===== src/rtl/spi_slave_ctrl_if.sv =====
// SPI slave bus bundle: serial pins plus the RAM-facing word/byte handshake.
// The master side is the host/RAM environment; the slave side is spi_slave_ctrl.
interface spi_slave_ctrl_if #(
  parameter int DATA_W = 8
);
  logic              SS_n;
  logic              MOSI;
  logic              MISO;
  logic [DATA_W+1:0] rx_data;
  logic              rx_valid;
  logic [DATA_W-1:0] tx_data;
  logic              tx_valid;

  modport master (
    output SS_n, MOSI, tx_data, tx_valid,
    input  MISO, rx_data, rx_valid
  );

  modport slave (
    input  SS_n, MOSI, tx_data, tx_valid,
    output MISO, rx_data, rx_valid
  );
endinterface


===== src/rtl/spi_slave_ctrl.sv =====
// SPI slave front-end: deserialises {cmd,data} words from MOSI and
// serialises the RAM read byte on MISO, everything on posedge of the SPI clock.
module spi_slave_ctrl #(
  parameter int DATA_W = 8
) (
  input  logic           clk,
  input  logic           rst_n,
  spi_slave_ctrl_if.slave bus
);

  localparam int WORD_W = DATA_W + 2;
  localparam int CNT_W  = $clog2(WORD_W + 1);
  localparam int TXC_W  = $clog2(DATA_W + 1);

  typedef enum logic [2:0] {
    IDLE,
    CHK_CMD,
    WRITE,
    READ_ADD,
    READ_DATA
  } state_t;

  state_t state_q, state_d;

  logic [CNT_W-1:0]  cnt_q;
  logic [WORD_W-2:0] sr_q;
  logic              rd_addr_seen_q;
  logic [DATA_W-1:0] tx_sr_q;
  logic [TXC_W-1:0]  tx_cnt_q;
  logic              tx_busy_q;
  logic              tx_done_q;
  logic              miso_q;
  logic [WORD_W-1:0] rx_data_q;
  logic              rx_valid_q;

  logic in_frame;
  logic word_last;
  logic word_full;

  assign in_frame  = (state_q != IDLE) && !bus.SS_n;
  assign word_last = (cnt_q == CNT_W'(WORD_W - 1));
  assign word_full = (cnt_q == CNT_W'(WORD_W));

  assign bus.MISO     = miso_q;
  assign bus.rx_data  = rx_data_q;
  assign bus.rx_valid = rx_valid_q;

  always_ff @(posedge clk) begin
    if (!rst_n) state_q <= IDLE;
    else        state_q <= state_d;
  end

  always_comb begin
    state_d = state_q;
    unique case (state_q)
      IDLE: begin
        if (!bus.SS_n) state_d = CHK_CMD;
      end
      CHK_CMD: begin
        if (bus.SS_n)          state_d = IDLE;
        else if (!bus.MOSI)    state_d = WRITE;
        else if (rd_addr_seen_q) state_d = READ_DATA;
        else                   state_d = READ_ADD;
      end
      default: begin
        if (bus.SS_n) state_d = IDLE;
      end
    endcase
  end

  always_ff @(posedge clk) begin
    if (!rst_n) begin
      cnt_q          <= '0;
      sr_q           <= '0;
      rd_addr_seen_q <= 1'b0;
      tx_sr_q        <= '0;
      tx_cnt_q       <= '0;
      tx_busy_q      <= 1'b0;
      tx_done_q      <= 1'b0;
      miso_q         <= 1'b0;
      rx_data_q      <= '0;
      rx_valid_q     <= 1'b0;
    end else begin
      rx_valid_q <= 1'b0;
      if (!in_frame) begin
        cnt_q     <= '0;
        tx_busy_q <= 1'b0;
        tx_done_q <= 1'b0;
        miso_q    <= 1'b0;
      end else if (!word_full) begin
        sr_q  <= {sr_q[WORD_W-3:0], bus.MOSI};
        cnt_q <= cnt_q + CNT_W'(1);
        if (word_last) begin
          rx_data_q  <= {sr_q, bus.MOSI};
          rx_valid_q <= 1'b1;
          if (state_q == READ_ADD)  rd_addr_seen_q <= 1'b1;
          if (state_q == READ_DATA) rd_addr_seen_q <= 1'b0;
        end
      end else if (state_q == READ_DATA) begin
        // one byte per frame: tx_done blocks any later tx_valid
        if (tx_busy_q) begin
          if (tx_cnt_q != '0) begin
            miso_q   <= tx_sr_q[DATA_W-1];
            tx_sr_q  <= tx_sr_q << 1;
            tx_cnt_q <= tx_cnt_q - TXC_W'(1);
          end else begin
            miso_q    <= 1'b0;
            tx_busy_q <= 1'b0;
            tx_done_q <= 1'b1;
          end
        end else if (!tx_done_q && bus.tx_valid) begin
          miso_q    <= bus.tx_data[DATA_W-1];
          tx_sr_q   <= bus.tx_data << 1;
          tx_cnt_q  <= TXC_W'(DATA_W - 1);
          tx_busy_q <= 1'b1;
        end
      end
    end
  end

endmodule

===== src/flat_wrapper.sv =====
// flat-port wrapper written by rule: the top's interface ports become plain ports
module spi_slave_ctrl_flat 
#(
  parameter int DATA_W = 8
)
  (clk, rst_n, bus_SS_n, bus_MOSI, bus_tx_data, bus_tx_valid, bus_MISO, bus_rx_data, bus_rx_valid);
  spi_slave_ctrl_if #(.DATA_W(DATA_W)) bus_i ();
  input  logic clk;
  input  logic rst_n;
  input wire logic [$bits(bus_i.SS_n)-1:0] bus_SS_n;
  input wire logic [$bits(bus_i.MOSI)-1:0] bus_MOSI;
  input wire logic [$bits(bus_i.tx_data)-1:0] bus_tx_data;
  input wire logic [$bits(bus_i.tx_valid)-1:0] bus_tx_valid;
  output wire logic [$bits(bus_i.MISO)-1:0] bus_MISO;
  output wire logic [$bits(bus_i.rx_data)-1:0] bus_rx_data;
  output wire logic [$bits(bus_i.rx_valid)-1:0] bus_rx_valid;
  assign bus_i.SS_n = bus_SS_n;
  assign bus_i.MOSI = bus_MOSI;
  assign bus_i.tx_data = bus_tx_data;
  assign bus_i.tx_valid = bus_tx_valid;
  assign bus_MISO = bus_i.MISO;
  assign bus_rx_data = bus_i.rx_data;
  assign bus_rx_valid = bus_i.rx_valid;
  spi_slave_ctrl #(.DATA_W(DATA_W)) u_core (.clk(clk), .rst_n(rst_n), .bus(bus_i));
endmodule

===== config.mk =====
export PLATFORM = sky130hd
export DESIGN_NAME = spi_slave_ctrl_flat
export DESIGN_NICKNAME = d
export VERILOG_FILES = /design/src/rtl/spi_slave_ctrl_if.sv /design/src/rtl/spi_slave_ctrl.sv /design/src/flat_wrapper.sv
export SDC_FILE = /design/constraint.sdc
export NUM_CORES = 1
export LEC_CHECK = 0
export ABC_AREA = 1
export BUFFER_PORTS_ARGS = -buffer_cell sky130_fd_sc_hd__buf_2
export CORE_MARGIN = 4
export CORE_UTILIZATION = 40
export CTS_CLUSTER_DIAMETER = 50
export CTS_CLUSTER_SIZE = 10
export DETAILED_ROUTE_END_ITERATION = 10
export PLACE_DENSITY = 0.65
export SETUP_SLACK_MARGIN = 0.3
export SKIP_LAST_GASP = 1
export SLEW_MARGIN = 40
export SYNTH_ARGS = -nofsm -noshare
export SYNTH_HDL_FRONTEND = slang
export SYNTH_SLANG_ARGS = --single-unit

===== constraint.sdc =====
create_clock -name clk -period 2.44 [get_ports clk]
set_input_delay 0.244 -clock clk [delete_from_list [all_inputs] [get_ports clk]]
set_output_delay 0.244 -clock clk [all_outputs]
set_load 0.02 [all_outputs]

==> out/qor.log, run 1 <==
INFO  run_status     status=complete, no violations
INFO  routing        routedWlPerCell=10.2µm
INFO  worst_setup_path timing.critical_path.required=2.64ns
INFO  global_routing grt_max_degree=32
INFO  placed_design  place.gp.congestion=0.787
INFO  worst_setup_path critical_path.max_fanout=14
INFO  final_layout   final_cells=359
INFO  clock_tree     worst_setup_hold_path_clk_slew=0.08ns
INFO  timing         timing.fmax=546MHz
INFO  final_layout   n_fill_cell=496
INFO  floorplan      die_y=77.9µm
INFO  worst_setup_path worst_setup_path_startpoint=u_core.cnt_q[0]$_SDFFE_PN0P_
INFO  routing        post-route-drc-count=0
INFO  power_and_ir_drop power_per_cell_area=572nW/µm²
INFO  routing        wl_met3=151µm
INFO  clock_tree     max-clock-path-buffers=2
INFO  power_and_ir_drop power.ir.vdd_worst=0.364mV
INFO  yosys          synth_top_area_cell=dfxtp_1
INFO  floorplan      floorplan.die_area=6080µm²
INFO  floorplan      floorplan.die.width=77.9µm
INFO  yosys          synth.area.top_cells=dfxtp_1, nand2_1, inv_1
INFO  yosys          ys_warnings=0
INFO  yosys          syn_inst=268
INFO  floorplan      rows=25
INFO  placed_design  detailed_place_hpwl=2.59mm
INFO  global_routing grt_first_pass_wirelength=6.68mm
INFO  worst_setup_path cp_num_cells=7
INFO  routing        first_pass_iters=6
INFO  worst_setup_path worst_setup_path_endpoint=u_core.tx_cnt_q[0]$_SDFFE_PN0P_
INFO  global_routing number_of_antenna_violations_at_the_first_check_in_global_routing=0
INFO  timing         final-setup-viol-count=0
INFO  yosys          seq_area_frac_synth=43.0%
INFO  clock_tree     insertion_delay=0.30ns
INFO  floorplan      pin_count=25
INFO  yosys          synth_edf_count=0
INFO  min_path       holdPathStages=2
INFO  timing         final.setup_skew=0.00524ns
INFO  worst_setup_path ff2ff_setup_slack=0.61ns
INFO  routing        starting_drc_count_in_detailed_routing=51
INFO  clock_tree     cts_tree=yes
INFO  yosys          ys_dominant_reg_cell=dfxtp_1
INFO  floorplan      starting_density_of_the_core=41.4%
INFO  final_layout   num-nets-final=308
INFO  timing         unrepaired_setup_endpoints_after_global_routing=no
INFO  worst_setup_path setup.worst_path.end_class=register
INFO  yosys          yosys_register_bits=42
INFO  clock_tree     cts-hold-fix-buffers=0
INFO  global_routing grt_pass1_vias=1567
INFO  final_layout   diodes_inserted=0
INFO  timing         report.final.slew_viol_count=0
INFO  yosys          synth_top_cell_area_share=43.0%
INFO  power_and_ir_drop leakage=0.981nW
INFO  routing        met2_length=1.74mm
INFO  global_routing globalRoute.totalOverflow=0
INFO  yosys          most_numerous_cell_in_the_yosys_netlist=nand2_1
INFO  worst_setup_path worstPathArrival=2.03ns
INFO  worst_setup_path critical_path.reg2reg.startpoint=u_core.cnt_q[0]$_SDFFE_PN0P_
INFO  clock_tree     cts_max_level=2
INFO  timing         maxSlewHeadroom=59.5%
INFO  yosys          mappedNetlistArea=1960µm²
INFO  yosys          postSynthAreaPerCell=7.30µm²
INFO  timing         final_min_period_over_clock_period=75.1%
INFO  global_routing groute.usage.overall=13.7%
INFO  final_layout   layout_cells_sized_above_1=17.1%
INFO  flow_run       cap_viol_max_count=0
INFO  yosys          synth-async-reset-ratio=0%
INFO  routing        postRouteAntennaNets=0
INFO  min_path       hold_path_class=in2reg
INFO  yosys          netlist-cell-type-count=30
INFO  worst_setup_path crit_top_cell=nor2_1
INFO  placed_design  post-place-cells=351
INFO  routing        wl=3.67mm
INFO  clock_tree     clock_tree.root_cell=clkbuf_8
INFO  clock_tree     numClockSinks=42
INFO  yosys          syn-num-nets=285
INFO  floorplan      core_region_area=4720µm²
INFO  routing        maxUsedRoutingLayer=met4
INFO  routing        met1_length=1.74mm
INFO  yosys          ys_top_cells_by_count=nand2_1, dfxtp_1, inv_1, nor2_1, a21oi_1
INFO  routing        post_drt_via_cell_ratio=4.53
INFO  worst_setup_path worst_path_max_stage_delay=0.39ns
INFO  timing         fin_crit=1.83ns
INFO  timing         timing.setup.tns=0ns
INFO  routing        detailroute.via_count=1626
INFO  worst_setup_path cp_cell_sequence=inv_1 -> ha_1 -> nand3_4 -> nor2_2 -> nand3_2 -> nor2_1 -> nor2_1
INFO  worst_setup_path crit_buf_inv=1
INFO  clock_tree     post_cts_buffers=0
INFO  clock_tree     cts.repair.resized=0
INFO  worst_setup_path critical_path_class=reg2reg
INFO  worst_setup_path r2r-end=u_core.tx_cnt_q[0]$_SDFFE_PN0P_
INFO  worst_setup_path crit_path_top_delay_cell=nor2_2
INFO  worst_setup_path r2r_cells=7
INFO  worst_setup_path timing.critical_path.from_type=register
INFO  final_layout   syn_to_final_growth=12.2%
INFO  placed_design  port_buffers=24
INFO  worst_setup_path critPathTopFamily=simple AND/OR/NAND/NOR gates
INFO  timing         final-hold-violation-count=0
INFO  power_and_ir_drop design_power_total=1.26mW
INFO  clock_tree     numCtsBuffers=5
INFO  timing         max_slew.worst_pin.slew=0.607ns
==> where the power goes <==
| part | total (mW) | internal (mW) | switching, mW |
|---|---|---|---|
| Combinational | 0.0866 | 0.0312 | 0.0553 |
| Sequential | 0.708 | 0.700 | 0.00863 |
| Clock | 0.462 | 0.206 | 0.256 |
| Total | 1.26 | 0.937 | 0.319 |
==> cells by family (layout without fill, tap and decap cells) <==
family,Yosys count,in the layout,synth area share [%]
AND/OR/NAND/NOR,116,116,27.8
XOR/XNOR,1,1,0.448
flip-flops,42,42,43.0
AO/OA/AOI/OAI,50,50,13.9
buffers and inverters,55,79,12.3
adder cells (fa/ha/maj),4,4,2.56
==> cells in the final DEF (no fill, tap or decap), types with 2 or more instances in the layout <==
cell type | Yosys | final
dfxtp_1 | 42 | 42
nand3_1 | 16 | 16
o21a_1 | 6 | 6
nor2_2 | 2 | 2
inv_1 | 41 | 41
o21ai_1 | 4 | 4
ha_1 | 4 | 4
buf_2 | 2 | 24
nor3_1 | 3 | 3
o21ai_0 | 18 | 18
nand2_4 | 2 | 2
inv_2 | 4 | 4
a21oi_1 | 19 | 19
nand4_1 | 8 | 8
nor2_1 | 28 | 28
clkbuf_8 | 0 | 5
nand3_2 | 2 | 2
nand2_1 | 50 | 50
==> sequential cells by signal (all words and copies together) (netlist names) <==
name                   flops
u_core.tx_done_q           1
u_core.bus.rx_data        10
u_core.cnt_q               4
u_core.state_q             3
u_core.bus.MISO            1
u_core.rd_addr_seen_q      1
u_core.tx_sr_q             7
u_core.bus.rx_valid        1
u_core.tx_cnt_q            4
u_core.tx_busy_q           1
u_core.sr_q                9
==> stage by stage <==
| step | hold WS (ns) | area (µm²) | utilization, % | setup slack, ns |
|---|---|---|---|---|
| after floorplan | 0.323 | 1960 | - | 1.06 |
| after global placement | 0.454 | 2100 | 44.5 | 0.690 |
| after detailed placement | 0.451 | 2100 | 44.5 | 0.609 |
| after CTS | 0.152 | 2200 | 46.5 | 0.584 |
| after global routing | 0.150 | 2200 | 46.5 | 0.393 |
| final | 0.168 | 2200 | 46.5 | 0.608 |
==> worst min path at each step <==
stage                                endpoint                   startpoint  slack (ns)
2_1_floorplan  u_core.state_q[1]$_SDFFE_PN0P_                     bus_SS_n        0.32
3_3_place_gp      u_core.sr_q[3]$_SDFFE_PN0P_  u_core.sr_q[3]$_SDFFE_PN0P_        0.45
3_5_place_dp      u_core.sr_q[4]$_SDFFE_PN0P_  u_core.sr_q[4]$_SDFFE_PN0P_        0.45
4_1_cts        u_core.state_q[1]$_SDFFE_PN0P_                     bus_SS_n        0.15
5_1_grt        u_core.state_q[1]$_SDFFE_PN0P_                     bus_SS_n        0.15
6_report       u_core.state_q[1]$_SDFFE_PN0P_                     bus_SS_n        0.17
==> worst register-to-register path, cell delays in order (launching register included) <==
cell     delay (ns)
dfxtp_1        0.36
inv_1          0.08
ha_1           0.19
nand3_4        0.14
nor2_2         0.39
nand3_2        0.32
nor2_1         0.19
nor2_1         0.06
==> cell type report <==
class                   count  area (µm²)  area share, %
clock inverters             3        25.0           1.14
flip-flops and latches     42         841           38.3
clock buffers               5        68.8           3.13
well taps                  67        83.8           3.82
inverters                  46         174           7.92
repair buffers             25         128           5.81
multi-input cells         171         876           39.9
==> per-layer routing <==
metal | global-route usage [%] | vias up
li1 | - | 894
met1 | 16.6 | 707
met2 | 22.7 | 21
met3 | 5.10 | 4
met4 | 4.20 | 0
met5 | 0 | -
Note: power is estimated with default switching activity, not from simulation.
==> run 2: changes to the inputs <==
Settings changed: ABC_AREA 1 to 0, PLACE_DENSITY 0.65 to 0.67.
Clock period 2.44 ns to 1.6 ns, I/O delays scaled along.
==> out/qor.log, run 2 <==
INFO  clock_tree     insertion_delay=0.29ns [about the same]
INFO  yosys          synth-async-reset-ratio=0% [unchanged]
INFO  final_layout   largest_reg_flops=10 [unchanged]
INFO  final_layout   commonest_non_fill_non_tap_cell_in_the_layout=dfxtp_1
INFO  timing         final.setup_skew=0.00644ns [+0.00120 ns]
INFO  timing         maxSlewHeadroom=74.7% [+15 points]
INFO  routing        wl=4.36mm [+19%]
INFO  worst_setup_path critical_path_class=reg2reg
INFO  routing        post-route-drc-count=0 [unchanged]
INFO  run_status     status=complete, no violations
INFO  worst_setup_path crit_path_top_delay_cell=dfxtp_2
INFO  yosys          synth.area.top_cells=dfxtp_1, nand3_1, mux2i_1
INFO  worst_setup_path worst_path_max_stage_delay=0.33ns [-0.06 ns]
INFO  timing         timing.fmax=667MHz [+22%]
INFO  routing        starting_drc_count_in_detailed_routing=92 [+80%]
INFO  placed_design  placement.cell_area=2110µm² [+0.18%]
INFO  placed_design  port_buffers=24 [unchanged]
INFO  floorplan      floorplan.die.width=76.2µm [-2.2%]
INFO  yosys          synth_top_cell_area_share=45.2% [+2.2 points]
INFO  clock_tree     worst_setup_hold_path_clk_slew=0.08ns [about the same]
INFO  final_layout   diodes_inserted=0 [unchanged]
INFO  yosys          mappedNetlistArea=1860µm² [-4.9%]
INFO  floorplan      starting_density_of_the_core=42.1% [+0.72 points]
INFO  yosys          ys_warnings=0 [unchanged]
INFO  timing         report.final.slew_viol_count=0 [unchanged]
INFO  yosys          netlist-cell-type-count=42 [+40%]
INFO  worst_setup_path timing.critical_path.from_type=register
INFO  clock_tree     numClockSinks=42 [unchanged]
INFO  timing         max_slew.worst_pin.slew=0.379ns [-0.229 ns]
INFO  timing         fin_crit=1.50ns [-0.332 ns]
INFO  worst_setup_path cp_cell_sequence=inv_2 -> ha_4 -> and3b_2 -> and4b_4 -> and2_4 -> o221a_1
INFO  clock_tree     cts_max_level=2 [unchanged]
INFO  final_layout   final_cell_mix=dfxtp_1, buf_2, nand2_1, o21ai_1
INFO  worst_setup_path worstPathArrival=1.68ns [-0.35 ns]
INFO  floorplan      rows=24 [-4.0%]
INFO  floorplan      pin_count=25 [unchanged]
INFO  power_and_ir_drop leakage=1.06nW [+8.5%]
INFO  worst_setup_path critPathTopFamily=simple AND/OR/NAND/NOR gates
INFO  routing        post_drt_via_cell_ratio=5.31 [+17%]
INFO  routing        first_pass_iters=4 [-2]
INFO  timing         timing.setup.tns=0ns [unchanged]
INFO  placed_design  place.gp.congestion=0.741 [-5.8%]
INFO  final_layout   num-nets-final=272 [-12%]
INFO  timing         final-setup-viol-count=0 [unchanged]
INFO  global_routing globalRoute.totalOverflow=0 [unchanged]
INFO  clock_tree     cts-hold-fix-buffers=0 [unchanged]
INFO  timing         final_min_period_over_clock_period=93.7% [+19 points]
INFO  yosys          synth_edf_count=0 [unchanged]
INFO  global_routing grt_max_degree=31 [-3.1%]
INFO  yosys          syn_inst=210 [-22%]
INFO  clock_tree     cts_tree=yes
INFO  floorplan      core_region_area=4410µm² [-6.5%]
INFO  final_layout   layout_cells_sized_above_1=42.7% [+26 points]
INFO  routing        routedWlPerCell=14.2µm [+39%]
INFO  yosys          seq_area_frac_synth=45.2% [+2.2 points]
INFO  global_routing number_of_antenna_violations_at_the_first_check_in_global_routing=0 [unchanged]
INFO  clock_tree     numCtsBuffers=5 [unchanged]
INFO  flow_run       cap_viol_max_count=0 [unchanged]
INFO  worst_setup_path setup.worst_path.end_class=register
INFO  yosys          ys_top_cells_by_count=dfxtp_1, nand3_1, nand2_1, o21ai_0, nor2_1
INFO  clock_tree     clock_tree.root_cell=clkbuf_8
INFO  final_layout   syn_to_final_growth=39.7%
INFO  floorplan      die_y=76.2µm [-2.2%]
INFO  timing         unrepaired_setup_endpoints_after_global_routing=yes
INFO  timing         layout_setup_ws=0.100ns [-0.508 ns]
INFO  min_path       hold_path_class=in2reg
INFO  yosys          ys_dominant_reg_cell=dfxtp_1
INFO  yosys          postSynthAreaPerCell=8.86µm² [+21%]
INFO  worst_setup_path crit_buf_inv=1 [unchanged]
INFO  global_routing grt_pass1_vias=1481 [-5.5%]
INFO  worst_setup_path critical_path.max_fanout=7 [-7]
INFO  global_routing groute.usage.overall=14.7% [+0.94 points]
INFO  clock_tree     max-clock-path-buffers=2 [unchanged]
INFO  routing        postRouteAntennaNets=0 [unchanged]
INFO  placed_design  place_ws=0.0136ns [-0.595 ns]
INFO  final_layout   postLayoutCellArea=2600µm² [+18%]
INFO  global_routing grt_first_pass_wirelength=7.07mm [+5.8%]
INFO  yosys          most_numerous_cell_in_the_yosys_netlist=dfxtp_1
INFO  yosys          synth_top_area_cell=dfxtp_1
INFO  routing        detailroute.via_count=1629 [+0.18%]
INFO  yosys          syn-num-nets=227 [-20%]
INFO  power_and_ir_drop power.ir.vdd_worst=0.491mV [+35%]
INFO  placed_design  detailed_place_hpwl=2.33mm [-10%]
INFO  power_and_ir_drop power_per_cell_area=704nW/µm² [+23%]
INFO  floorplan      floorplan.die_area=5810µm² [-4.4%]
INFO  timing         final-hold-violation-count=0 [unchanged]
INFO  worst_setup_path timing.critical_path.required=1.78ns [-0.86 ns]
INFO  yosys          yosys_register_bits=42 [unchanged]
run 2: cell types whose count changed after synthesis, moves of 5 or more:
cell,change
nand4_1,-6
nor2_1,-14
o211a_1,+8
mux2i_1,+9
inv_1,-35
nand3_1,+12
o21a_1,-6
clkbuf_1,+5
a21oi_1,-14
nand2_1,-27
run 2: final cells by class:
class | instances | area, µm²
Fill cell | 395 | 1810
Tap cell | 52 | 65.1
Clock buffer | 5 | 68.8
Inverter | 6 | 22.5
Multi-Input combinational cell | 148 | 1150
Sequential cell | 42 | 850
Timing Repair Buffer | 52 | 438
Clock inverter | 2 | 10.0
run 2: logic make-up (layout without fill, tap and decap cells):
| logic type | Yosys count | in the layout | synth area share, % |
|---|---|---|---|
| buffers and inverters | 23 | 65 | 6.05 |
| flip-flops | 42 | 42 | 45.2 |
| AO/OA/AOI/OAI | 42 | 43 | 14.9 |
| multiplexers | 9 | 9 | 4.84 |
| AND/OR/NAND/NOR | 87 | 89 | 24.9 |
| adder cells (fa/ha/maj) | 4 | 4 | 2.69 |
| XOR/XNOR | 3 | 3 | 1.41 |
run 2: worst min-delay path, cell delays in order:
cell and delay, ns:
buf_2 0.13, nand3_2 0.06, o21ai_1 0.05
run 2: path summary, 6_finish.rpt:
| path | cells after the start | to | start | slack (ns) |
|---|---|---|---|---|
| worst min register to register | 2 | u_core.bus.rx_data[1]$_SDFFE_PN0P_ | u_core.bus.rx_data[1]$_SDFFE_PN0P_ | 0.45 |
| worst max register to register | 6 | u_core.tx_cnt_q[2]$_SDFFE_PN0P_ | u_core.cnt_q[0]$_SDFFE_PN0P_ | 0.10 |
| worst max-delay path | 6 | u_core.tx_cnt_q[2]$_SDFFE_PN0P_ | u_core.cnt_q[0]$_SDFFE_PN0P_ | 0.10 |
| worst min-delay path | 3 | u_core.bus.rx_data[0]$_SDFFE_PN0P_ | bus_MOSI | 0.15 |
run 2: what timing repair did:
| action | in CTS | in global routing |
|---|---|---|
| setup buffers | 13 | 5 |
| hold endpoints to repair | 0 | 0 |
| cloned | 5 | 0 |
| pin swaps | 8 | 8 |
| endpoints found under the setup margin | 35 | 37 |
| resized for setup | 23 | 23 |
run 2: layer usage:
metal / global-route usage (%) / routed length, µm
met4: 4.90 / 64
met2: 23.0 / 2060
met1: 19.4 / 2050
met3: 4.02 / 187
met5: 0 / 0
run 2: per-stage QoR:
step / hold WS [ns] / total power, mW / util [%] / std cells
final: 0.148 / 1.83 / 58.9 / 307
after global routing: 0.153 / 1.92 / 58.9 / 307
after CTS: 0.140 / 1.84 / 56.2 / 302
after detailed placement: 0.434 / 1.18 / 47.7 / 277
after global placement: 0.415 / 1.18 / 47.7 / 277
after floorplan: 0.286 / 1.15 / - / 210
run 2: power by group:
group	total, mW	switching [mW]	internal, mW	leakage (nW)
Sequential	1.05	0.00663	1.05	0.341
Combinational	0.131	0.0763	0.0544	0.679
Clock	0.645	0.352	0.293	0.0438
